==> src/rtl/commit_trace_buffer_pkg.sv <==
// Shared retire-port and trace-entry types for the commit trace buffer.
package commit_trace_buffer_pkg;

    localparam int TRACE_SEQ_W  = 64;
    localparam int TRACE_DROP_W = 16;

    typedef struct packed {
        logic        valid_commit;
        logic        flushed;
        logic [31:0] pc;
        logic [5:0]  pdst;
        logic        valid_write;
        logic [31:0] data;
    } writeback_toARF;

    typedef struct packed {
        logic [TRACE_SEQ_W-1:0] seq;
        logic [31:0]            pc;
        logic [5:0]             pdst;
        logic                   wr;
        logic [31:0]            data;
    } trace_entry_t;

endpackage

==> src/rtl/commit_trace_buffer_fifo.sv <==
// Two-write / one-read circular buffer holding trace entries; write 1 lands
// in the slot after write 0.
module commit_trace_fifo
    import commit_trace_buffer_pkg::*;
#(
    parameter int DEPTH = 8,
    localparam int AW = $clog2(DEPTH),
    localparam int CW = AW + 1
) (
    input  logic         clk,
    input  logic         rst,
    input  logic         i_we0,
    input  logic         i_we1,
    input  trace_entry_t i_d0,
    input  trace_entry_t i_d1,
    input  logic         i_pop,
    output logic [CW-1:0] o_count,
    output trace_entry_t o_head
);

    trace_entry_t  r_mem [DEPTH];
    logic [AW-1:0] r_wptr;
    logic [AW-1:0] r_rptr;
    logic [CW-1:0] r_count;

    always_ff @(posedge clk) begin
        if (i_we0) r_mem[r_wptr] <= i_d0;
        if (i_we1) r_mem[r_wptr + AW'(1)] <= i_d1;
    end

    always_ff @(posedge clk or posedge rst) begin
        if (rst) begin
            r_wptr  <= '0;
            r_rptr  <= '0;
            r_count <= '0;
        end else begin
            r_wptr  <= r_wptr + AW'(i_we0) + AW'(i_we1);
            r_rptr  <= r_rptr + AW'(i_pop);
            r_count <= r_count + CW'(i_we0) + CW'(i_we1) - CW'(i_pop);
        end
    end

    // Gating keeps the output at zero while empty, including right after reset.
    assign o_count = r_count;
    assign o_head  = (r_count != '0) ? r_mem[r_rptr] : '0;

endmodule

==> src/rtl/commit_trace_buffer.sv <==
// Commit-side trace buffer: sequence tagging, overflow accounting and an
// optional fetch-PC watchdog enabled by COMMIT_TRACE_WATCHDOG_EN.
module commit_trace_buffer
    import commit_trace_buffer_pkg::*;
#(
    parameter int DEPTH       = 8,
    parameter int HANG_CYCLES = 500
) (
    input  logic                    clk,
    input  logic                    rst,
    input  writeback_toARF          commit_0_i,
    input  writeback_toARF          commit_1_i,
    input  logic [31:0]             current_pc_i,
    output logic                    trace_valid_o,
    input  logic                    trace_ready_i,
    output trace_entry_t            trace_o,
    output logic [TRACE_DROP_W-1:0] drop_count_o,
    output logic                    overflow_o,
    output logic                    hang_o
);

    localparam int CW = $clog2(DEPTH) + 1;

    logic [TRACE_SEQ_W-1:0]  r_seq;
    logic [TRACE_DROP_W-1:0] r_drop_count;
    logic                    r_overflow;

    logic          w_live0, w_live1, w_pop, w_we0, w_we1;
    logic [CW-1:0] w_count;
    logic [CW:0]   w_free;
    logic [1:0]    w_nlive, w_ndrop;
    logic [TRACE_DROP_W:0] w_drop_sum;
    trace_entry_t  w_d0, w_d1;

    assign w_live0 = commit_0_i.valid_commit & ~commit_0_i.flushed;
    assign w_live1 = w_live0 & commit_1_i.valid_commit & ~commit_1_i.flushed;

    assign trace_valid_o = (w_count != '0);
    assign w_pop         = trace_valid_o & trace_ready_i;

    // A same-cycle pop frees a slot for a same-cycle push.
    assign w_free = (CW+1)'(DEPTH) - {1'b0, w_count} + (CW+1)'(w_pop);
    assign w_we0  = w_live0 & (w_free != '0);
    assign w_we1  = w_live1 & (w_free >= (CW+1)'(2));

    assign w_nlive    = {1'b0, w_live0} + {1'b0, w_live1};
    assign w_ndrop    = {1'b0, w_live0 & ~w_we0} + {1'b0, w_live1 & ~w_we1};
    assign w_drop_sum = {1'b0, r_drop_count} + (TRACE_DROP_W+1)'(w_ndrop);

    assign w_d0 = '{seq: r_seq, pc: commit_0_i.pc, pdst: commit_0_i.pdst,
                    wr: commit_0_i.valid_write, data: commit_0_i.data};
    assign w_d1 = '{seq: r_seq + TRACE_SEQ_W'(1), pc: commit_1_i.pc,
                    pdst: commit_1_i.pdst, wr: commit_1_i.valid_write,
                    data: commit_1_i.data};

    commit_trace_fifo #(.DEPTH(DEPTH)) u_fifo (
        .clk     (clk),
        .rst     (rst),
        .i_we0   (w_we0),
        .i_we1   (w_we1),
        .i_d0    (w_d0),
        .i_d1    (w_d1),
        .i_pop   (w_pop),
        .o_count (w_count),
        .o_head  (trace_o)
    );

    // Dropped commits still consume sequence numbers so gaps expose drops.
    always_ff @(posedge clk or posedge rst) begin
        if (rst) begin
            r_seq        <= '0;
            r_drop_count <= '0;
            r_overflow   <= 1'b0;
        end else begin
            r_seq        <= r_seq + TRACE_SEQ_W'(w_nlive);
            r_drop_count <= w_drop_sum[TRACE_DROP_W] ? '1
                                                     : w_drop_sum[TRACE_DROP_W-1:0];
            r_overflow   <= r_overflow | (w_ndrop != 2'd0);
        end
    end

    assign drop_count_o = r_drop_count;
    assign overflow_o   = r_overflow;

`ifdef COMMIT_TRACE_WATCHDOG_EN
    logic [31:0] r_old_pc;
    logic [31:0] r_hang_cnt;

    always_ff @(posedge clk or posedge rst) begin
        if (rst) begin
            r_old_pc   <= '0;
            r_hang_cnt <= '0;
        end else if (current_pc_i != r_old_pc) begin
            r_old_pc   <= current_pc_i;
            r_hang_cnt <= '0;
        end else if (r_hang_cnt != '1) begin
            r_hang_cnt <= r_hang_cnt + 32'd1;
        end
    end

    assign hang_o = (r_hang_cnt >= 32'(HANG_CYCLES));
`else
    logic w_unused_pc;
    assign w_unused_pc = ^{current_pc_i, 32'(HANG_CYCLES)};
    assign hang_o      = 1'b0;
`endif

endmodule

==> config.mk <==
export PLATFORM = sky130hd
export DESIGN_NAME = commit_trace_buffer
export DESIGN_NICKNAME = d
export VERILOG_FILES = /design/src/rtl/commit_trace_buffer_pkg.sv /design/src/rtl/commit_trace_buffer_fifo.sv /design/src/rtl/commit_trace_buffer.sv
export SDC_FILE = /design/constraint.sdc
export NUM_CORES = 2
export LEC_CHECK = 0
export CAP_MARGIN = 20
export CORE_ASPECT_RATIO = 0.7
export CORE_MARGIN = 10
export CORE_UTILIZATION = 40
export DETAILED_ROUTE_END_ITERATION = 10
export GPL_TIMING_DRIVEN = 0
export MAX_ROUTING_LAYER = met4
export PLACE_DENSITY = 0.54
export SLEW_MARGIN = 20
export SYNTH_ARGS = -nofsm -noshare
export SYNTH_HDL_FRONTEND = slang
export SYNTH_HIERARCHICAL = 1
export SYNTH_SLANG_ARGS = --single-unit
==> constraint.sdc <==
create_clock -name clk -period 17.1 [get_ports clk]
set_clock_uncertainty 0.1 [all_clocks]
set_input_delay 3.42 -clock clk [delete_from_list [all_inputs] [get_ports clk]]
set_output_delay 3.42 -clock clk [all_outputs]
set_load 0.02 [all_outputs]
==> out/results.tsv <==
metric	value	unit
worstPathCellList	clkbuf_1 -> clkbuf_2 -> clkbuf_1 -> mux4_2 -> a22o_1 -> clkdlybuf4s50_1	
r2r.worst_path.cells	19	
grt_setup_unrepaired	false	
cts_setup_buffers	0	
period_needed	8.260	ns
post_cts_resized	0	
drive_gt1_share	44.42	%
wl_per_cell	30.11	um
clk-insertion-delay-late	0.77	ns
yosys_warnings	6	
clock_path_buffers	3	
seq_area	0.03471	mm2
fmax	121.1	MHz
layout_commonest_cell	edfxtp_1	
fp.dieH	340.6	um
cts_tree	yes	
tightest_slew	1.079	ns
whs	0.4038	ns
endpoint_kind	output pin	
critPathRequiredTime	13.58	ns
grt_max_degree	53	
dp_hpwl	121.2	mm
slew_violations	0	
fin_setup_tns	0	ns
path_depth	6	
clock-root-buffer	clkbuf_16	
grt_usage	22.31	%
path_class	reg2out	
power_density	142.3	mW/mm2
postSynthCellCount	3418	
status	finished, final reports clean	
numClockSinks	1171	
maxCapViolations	0	
whs_path_depth	1	
crit_slowest_cell	clkbuf_1	
hold_buffers	0	
netlist_area	0.05875	mm2
ys_ff_latch	1171	
die-width	478.1	um
hold_path_class	reg2reg	
grt_pass1_wl	261.6	mm
numCtsBuffers	121	
ys_async_sr_fraction	7.771	%
layout_common_cells	edfxtp_1 (1,080), mux2_2 (1,076), clkdlybuf4s50_1 (301)	
crit_buf_inv	4	
drt_first_iter_violations	3300	
fin_area	0.07033	mm2
layout.nets	4141	
gr-total-overflow	0	
syn_to_final_growth	19.71	%
grt_pass1_vias	35230	
dieArea	0.1628	mm2
clkSlewWorstSetupHoldPaths	0.06	ns
drt.antenna.violating_nets	0	
vias	34180	
ys.flop_type	edfxtp_1	
slew_headroom	27.86	%
dpl-instance-area	0.06653	mm2
critPathMaxStageDelay	0.77	ns
yosysUniqueCellTypes	58	
cp_common_cell	clkbuf_1	
yosysSeqAreaShare	59.08	%
io_pins	335	
peakVddDrop	0.00008782	V
fillers	12500	
remaining_drc_errors	0	
finalCritPeriodShare	48.31	%
cts_htree_levels	3	
final-setup-viol-count	0	
wl	181.2	mm
antenna_found_initial	15	
initial_utilization	40.33	%
first_pass_iters	5	
crit_arrival	4.74	ns
synth_area_per_cell	17.19	um2
vias_per_cell	5.682	
path_delay_family	buffers and inverters	
synth_fp_nets	3620	
synth_edf_count	1080	
io_buffer_count	301	
leakagePower	0.02383	uW
core-area	0.1457	mm2
rows	117	
startpoint_type	register	
path_max_fanout	10	
multi_input_area	0.02295	mm2
hold_violations	0	
place_congestion	0.8171	
[cells in the mapped netlist (38+ instances only)]
master / instances / share of area [%]
edfxtp_1: 1080 / 55
mux2_2: 1076 / 21
mux4_2: 270 / 10
a22o_1: 135 / 2.0
buf_2: 126 / 1.1
dfrtp_1: 91 / 3.9
clkbuf_1: 74 / 0.47
xnor2_1: 73 / 1.1
nand2_1: 70 / 0.45
xor2_1: 65 / 0.97
nor2_1: 51 / 0.33
nand3_1: 40 / 0.34
nand4_1: 38 / 0.40
[cell families after synthesis]
logic type / after synthesis / share of synthesized area (%)
mux: 1350 / 31.05
flops: 1171 / 59.08
simple gates: 309 / 2.894
buf+inv: 268 / 2.077
compound gates: 158 / 2.264
xor+xnor: 140 / 2.113
fa+ha+maj: 21 / 0.5112
other cells: 1 / 0.006383
[path summary, 6_finish.rpt]
| kind | startpoint | to | slack (ns) |
|---|---|---|---|
| max | u_fifo/r_rptr[1] | trace_o[91] | 8.84 |
| min | u_fifo/r_rptr[0] | u_fifo/r_rptr[0] | 0.40 |
| max reg2reg | u_fifo/o_count[1] | u_fifo/r_mem[5][115] | 11.04 |
| min reg2reg | u_fifo/r_rptr[0] | u_fifo/r_rptr[0] | 0.40 |
| max in group asynchronous | rst | r_seq[50] | 13.23 |
| min in group asynchronous | rst | r_seq[0] | 3.01 |
[metal layers]
layer | vias up | share of wire, % | GRT usage [%] | routed length, um
li1 | 14920 | - | - | -
met4 | 0 | 2.3 | 5.305 | 4225
met5 | - | 0 | - | 0
met1 | 18020 | 46 | 31.76 | 84110
met2 | 1034 | 45 | 33.02 | 82020
met3 | 207 | 6.0 | 4.260 | 10810
[worst reg2reg max path, stage by stage (launching register included)]
cell	delay, ns
dfrtp_1	0.45
or4_1	0.65
nand2_1	0.17
ha_1	0.19
inv_1	0.05
ha_1	0.18
nor2_1	0.10
nand2_1	0.06
a21oi_1	0.35
nor2_1	0.20
nor3b_1	0.20
nand2_1	0.80
buf_2	0.58
buf_2	0.48
o21ai_4	0.29
buf_16	0.24
buf_16	0.17
buf_16	0.17
buf_16	0.17
buf_16	0.18
[area by class of cell]
type                            count  share of cell area [%]
Clock buffer                      154                   4.615
Sequential cell                  1171                   49.35
Tap cell                         1963                   3.492
Buffer                            233                   1.566
Multi-Input combinational cell   1979                   32.63
Clock inverter                     69                  0.7312
Inverter                           35                  0.1939
Timing Repair Buffer              398                   7.366
Antenna cell                       14                 0.04982
[through the flow]
stage / util (%) / total power, uW / cells / worst slack (ns)
after floorplan: - / 5823 / 3418 / 1.481
after global placement: 44.09 / 7580 / 5682 / -12.79
after detailed placement: 45.67 / 7552 / 5779 / 8.369
after CTS: 48.25 / 10160 / 6002 / 8.821
after global routing: 48.28 / 10410 / 6013 / 8.780
final: 48.28 / 10010 / 6016 / 8.840
[where the power goes]
part / leakage, uW / internal [uW] / switching (uW)
sequential: 0.0107 / 3490 / 110
clock: 0.00185 / 1420 / 1160
combinational: 0.0113 / 1700 / 2120
total: 0.0238 / 6610 / 3390
[state kept, by name (all words and copies together) (netlist names)]
| register | cells |
|---|---|
| overflow_o | 1 |
| u_fifo/r_wptr | 3 |
| u_fifo/r_rptr | 3 |
| u_fifo/o_count | 4 |
| u_fifo/r_mem | 1080 |
| r_seq | 64 |
| drop_count_o | 16 |
Power figures use the tool's default switching activity.
